File: src/rtl/sensor_cond.sv
`default_nettype none
// ============================================================================
//  Module      : sensor_cond
//  Description : Conditioning front end for the eBike PID loop. Synchronises
//                the cadence pulse, measures the cadence period, keeps
//                exponential averages of motor current and pedal torque,
//                derives the target current and the signed current error.
//  Revision    : 1.0  initial release
// ============================================================================
module sensor_cond #(
   parameter bit          FAST_SIM   = 1'b0,
   parameter logic [11:0] LOW_TORQUE = 12'h2C0,
   parameter logic [11:0] LOW_BATT   = 12'hA98
) (
   input  logic               clk,
   input  logic               rst_n,
   input  logic               cadence,
   input  logic [11:0]        curr,
   input  logic [11:0]        torque,
   input  logic [11:0]        batt,
   output logic signed [12:0] error,
   output logic               not_pedaling,
   output logic [11:0]        target_curr
);

   // Saturation value of the cadence counter; FAST_SIM uses only 15 bits.
   localparam logic [21:0] CAD_SAT = FAST_SIM ? 22'h007FFF : 22'h3FFFFF;

   logic        cad_ff1, cad_ff2, cad_ff3;
   logic        cad_rise;
   logic [21:0] smpl_cnt;
   logic        smpl_tick;
   logic [13:0] curr_accum;
   logic [16:0] torq_accum;
   logic [11:0] avg_curr;
   logic [11:0] avg_torque;
   logic [21:0] cad_cnt;
   logic [21:0] cad_per;
   logic        cad_sat_next;
   logic        first_seen;
   logic        rise_d;
   logic [1:0]  cad_scale;
   logic [12:0] torq_diff;
   logic [14:0] target_raw;
   logic        target_zero;

   // Three-flop synchroniser for the asynchronous cadence pulse.
   always_ff @(posedge clk or negedge rst_n) begin
      if (!rst_n) begin
         cad_ff1 <= 1'b0;
         cad_ff2 <= 1'b0;
         cad_ff3 <= 1'b0;
      end else begin
         cad_ff1 <= cadence;
         cad_ff2 <= cad_ff1;
         cad_ff3 <= cad_ff2;
      end
   end

   assign cad_rise = cad_ff2 & ~cad_ff3;

   // Free-running sample-rate counter.
   always_ff @(posedge clk or negedge rst_n) begin
      if (!rst_n) smpl_cnt <= 22'd0;
      else        smpl_cnt <= smpl_cnt + 22'd1;
   end

   assign smpl_tick = FAST_SIM ? (&smpl_cnt[14:0]) : (&smpl_cnt);

   // Current average: 3/4 decay per sample tick, 16-bit intermediate.
   always_ff @(posedge clk or negedge rst_n) begin
      if (!rst_n) curr_accum <= 14'd0;
      else if (smpl_tick)
         curr_accum <= 14'((({2'b00, curr_accum} * 16'd3) >> 2) + {4'b0000, curr});
   end

   // Torque average: 31/32 decay per cadence edge, 22-bit intermediate.
   always_ff @(posedge clk or negedge rst_n) begin
      if (!rst_n) torq_accum <= 17'd0;
      else if (cad_rise)
         torq_accum <= 17'((({5'b00000, torq_accum} * 22'd31) >> 5) + {10'b0, torque});
   end

   assign avg_curr   = curr_accum[13:2];
   assign avg_torque = torq_accum[16:5];

   // Cadence period counter; saturates so a stopped crank reads as "slow".
   always_ff @(posedge clk or negedge rst_n) begin
      if (!rst_n) begin
         cad_cnt <= 22'd0;
         cad_per <= 22'd0;
      end else if (cad_rise) begin
         cad_cnt <= 22'd0;
         cad_per <= cad_cnt;
      end else if (cad_cnt != CAD_SAT) begin
         cad_cnt <= cad_cnt + 22'd1;
      end
   end

   // The counter holds (or is about to hold) its saturated value this cycle.
   assign cad_sat_next = ~cad_rise & ((cad_cnt == CAD_SAT) | (cad_cnt == CAD_SAT - 22'd1));

   // Track the first edge after reset; its period is measured from reset and is meaningless.
   always_ff @(posedge clk or negedge rst_n) begin
      if (!rst_n) begin
         first_seen <= 1'b0;
         rise_d     <= 1'b0;
      end else begin
         if (cad_rise) first_seen <= 1'b1;
         rise_d <= cad_rise & first_seen;
      end
   end

   // Pedaling detector: timeout sets, a valid measured period clears.
   always_ff @(posedge clk or negedge rst_n) begin
      if (!rst_n)                                not_pedaling <= 1'b1;
      else if (cad_sat_next)                     not_pedaling <= 1'b1;
      else if (rise_d && (cad_per != CAD_SAT))   not_pedaling <= 1'b0;
   end

   // Faster pedaling (shorter period) gives a larger gain on torque.
   assign cad_scale   = FAST_SIM ? ~cad_per[14:13] : ~cad_per[21:20];
   assign torq_diff   = {1'b0, avg_torque} - {1'b0, LOW_TORQUE};
   assign target_raw  = {3'b000, torq_diff[11:0]} << cad_scale;
   assign target_zero = not_pedaling | (batt < LOW_BATT) | torq_diff[12];

   // Target current register, clipped at zero and saturated at full scale.
   always_ff @(posedge clk or negedge rst_n) begin
      if (!rst_n)               target_curr <= 12'd0;
      else if (target_zero)     target_curr <= 12'd0;
      else if (|target_raw[14:12]) target_curr <= 12'hFFF;
      else                      target_curr <= target_raw[11:0];
   end

   // Signed error handed to the PID; range fits 13 bits without saturation.
   always_ff @(posedge clk or negedge rst_n) begin
      if (!rst_n) error <= 13'sd0;
      else        error <= $signed({1'b0, target_curr} - {1'b0, avg_curr});
   end

endmodule
`default_nettype wire

File: config.mk
export PLATFORM = sky130hd
export DESIGN_NAME = sensor_cond
export DESIGN_NICKNAME = d
export VERILOG_FILES = /design/src/rtl/sensor_cond.sv
export SDC_FILE = /design/constraint.sdc
export NUM_CORES = 1
export LEC_CHECK = 0
export BUFFER_PORTS_ARGS = -buffer_cell sky130_fd_sc_hd__buf_2
export CAP_MARGIN = 15
export CORE_UTILIZATION = 55
export CTS_CLUSTER_DIAMETER = 60
export DETAILED_ROUTE_END_ITERATION = 8
export GPL_ROUTABILITY_DRIVEN = 0
export PLACE_DENSITY = 0.73
export SLEW_MARGIN = 20
export SYNTH_ARGS = -nofsm -noshare
export SYNTH_HDL_FRONTEND = slang
export SYNTH_SLANG_ARGS = --single-unit
export TNS_END_PERCENT = 1
File: constraint.sdc
create_clock -name clk -period 12.31 [get_ports clk]
set_clock_uncertainty 0.2 [all_clocks]
set_input_delay 0.6155 -clock clk [delete_from_list [all_inputs] [get_ports clk]]
set_output_delay 0.6155 -clock clk [all_outputs]
set_load 0.02 [all_outputs]
==> impl_results.md <==
- Slew headroom: 34.5%
- CP required: 12420 ps
- Gr busiest metal: met2
- Largest net degree at the start of global routing: 81
- Num CTS Buffers: 17
- Period Utilization, post-route: 52.4%
- Syn-to-layout area delta: 12.2%
- Met3 Resource Use GR: 4.11%
- Met1 Use GR: 30.8%
- Post-CTS Setup Repair Bufs: 0
- Clk slew on worst S/H paths: 60 ps
- Iteration-0 DRC Markers: 336
- Die Wd: 133 µm
- Synth unique cells: 59
- Post-synth top area cell: dfrtp_1
- Post-layout min period: 6450 ps
- Avg Inst Size Synth: 9.18 µm²
- Flops & latches, synth: 128
- Max_cap viols: 0
- Status: finished, final reports clean
- Initial antenna violation count: 0
- DR vias/cell: 5.34
- Core Util, Final: 63.8%
- RSZ-0062 raised after global routing: false
- DRC errors left: 0
- DP Area: 10000 µm²
- Most common cell after layout, fill and taps aside: inv_1
- Met2 Usage GRT: 36.0%
- Post-CTS resize count: 0
- Crit path DAT: 6560 ps
- Antenna fix cells: 0
- Slew Viols, Final: 0
- Critical path endpoint category: register
- PortBufs: 61
- Post-synth ARST share: 100%
- Setup violators final: 0
- Crit path kind: reg -> reg
- GRT Total Usage: 22.4%
- Die H: 133 µm
- Clock sink total: 128
- Share of the yosys chip area belonging to registers: 33.8%
- Syn. warnings: 0
- Nature of the critical path startpoint: register
- Via Count: 7112
- Root buf cell: clkbuf_16
- Post-Syn Instances: 1034
- Num ports: 65
- Most frequent cells in the layout: inv_1 (133), nand2_1 (132), dfrtp_1 (127)
- Top post-synthesis cells by area: dfrtp_1 (33%), ha_1 (12%), fa_1 (9.7%)
- Layout cells sized above 1: 10.2%
- First-pass GRT wire length: 32000 µm
- Number of synthesized flops with an enable pin: 0
- Die ar.: 17800 µm²
- Finished Cell Area: 10600 µm²
- Starting Density: 56.8%
- Hold Path Class: in -> async
- Total negative slack: 0 ps
- Actual slew at the worst max-slew pin: 982 ps
- Max clock buf depth: 2
- Mapped Nets: 1208
- Remaining Overflow, GRT: 0
- Row cnt: 47
- Hold Buf Count CTS: 0
- H-tree Lvls: 4
- Core area: 16700 µm²
- Filler cells: 1435
- Worst-Skew Late Latency: 420 ps
- HPWL after DPL: 13700 µm
- Final net count: 1273
- Drt total wl: 18200 µm
- Ys flop type: dfrtp_1
- CP Max Fanout: 5
- CTS tree: built
- First drt pass iteration count: 5
- Wire per inst: 13.7 µm
- Antenna viol nets, final: 0
- FMAX: 0.155 GHz
- Synth top area share: 33.5%
- Vias in the first global route: 6969
- Final-report hold violation count: 0
- Synthesized area: 9490 µm²
-- routing by layer --
| layer | routed length (µm) | part of all wire, % | vias to the layer above |
|---|---|---|---|
| li1 | - | - | 3573 |
| met1 | 8610 | 47 | 3394 |
| met2 | 8640 | 47 | 125 |
| met3 | 648 | 3.6 | 20 |
| met4 | 299 | 1.6 | 0 |
| met5 | 0 | 0 | - |
-- layout make-up --
type | instances | area, µm² | share of cell area (%)
clock buffer | 23 | 478 | 4.49
multi-input combinational | 754 | 5720 | 53.7
clock inverter | 9 | 131 | 1.23
timing repair buffer | 64 | 334 | 3.14
sequential | 128 | 3200 | 30.1
inverter | 134 | 503 | 4.72
tap | 220 | 275 | 2.58
-- worst max-delay path, cell delays in order, from the launching register on --
cell and delay [ps]:
dfrtp_1 450, inv_1 160, fa_1 510, inv_1 50
fa_1 500, inv_1 50, fa_1 490, inv_1 40
ha_1 320, and2_4 150, a22o_1 230, o311a_4 420
o21ai_0 150, nand2b_1 90, and2_1 170, o21a_1 180
nor2_1 160, ha_1 260, a21oi_1 200, o211ai_1 180
a41oi_1 350, o21ai_0 250, nand3_1 120, nor4_1 60
or3_1 380, a31o_1 220
-- registers in the layout, summed over array words and instances (netlist names) --
register      count
cad_cnt          22
cad_ff3           1
error            13
smpl_cnt         22
cad_ff2           1
target_curr      12
first_seen        1
cad_per          22
cad_ff1           1
not_pedaling      1
curr_accum       14
torq_accum       17
rise_d            1
-- cells by family (layout without fill, tap and decap cells) --
family / after synthesis / count (layout) / share of synthesized area [%]
AND/OR/NAND/NOR: 328 / 328 / 15.9
AO/OA/AOI/OAI: 188 / 188 / 12.7
buffers and inverters: 152 / 230 / 6.01
adder cells (fa/ha/maj): 135 / 135 / 21.4
flip-flops: 128 / 128 / 33.8
XOR/XNOR: 95 / 95 / 8.97
multiplexers: 8 / 8 / 1.28
-- per-stage QoR --
| stage | hold WS (ps) | cells | setup WS [ps] |
|---|---|---|---|
| floorplan | 120 | 1034 | 6430 |
| global placement | 140 | 1300 | 5970 |
| detailed placement | 143 | 1300 | 5920 |
| CTS | 91.2 | 1332 | 5880 |
| global route | 90.4 | 1332 | 5280 |
| finish | 32.4 | 1332 | 5860 |
-- synth_stat cells (4+ instances only) --
| library cell | count |
|---|---|
| nor3_1 | 16 |
| and3_1 | 11 |
| nand3_1 | 30 |
| a211o_1 | 6 |
| fa_1 | 46 |
| or2_2 | 4 |
| o21ai_0 | 65 |
| o2111ai_1 | 4 |
| xnor2_1 | 59 |
| a21oi_1 | 47 |
| a211oi_1 | 6 |
| a21o_1 | 7 |
| nand2b_1 | 14 |
| nand4_1 | 14 |
| nor2b_1 | 12 |
| o211ai_1 | 9 |
| nand2_1 | 132 |
| clkbuf_1 | 18 |
| or3_1 | 7 |
| inv_1 | 133 |
| o21a_1 | 6 |
| a21boi_0 | 5 |
| ha_1 | 89 |
| xor2_1 | 35 |
| o21bai_1 | 6 |
| dfrtp_1 | 127 |
| nor2_1 | 72 |
| and2_1 | 5 |
-- path summary, 6_finish.rpt --
path,from,endpoint,slack (ps),cells past startpoint
min in group clk,cadence,cad_ff1,100,1
hold reg to reg,cad_ff1,cad_ff2,150,0
setup reg to reg,torq_accum[4],torq_accum[16],5860,25
setup / recovery,torq_accum[4],torq_accum[16],5860,25
max in group asynchronous,rst_n,target_curr[8],10810,2
hold / removal,rst_n,torq_accum[10],30,1
Power is not shown: default switching activity piles up to over one toggle a cycle in this logic, so the estimate is an artifact.
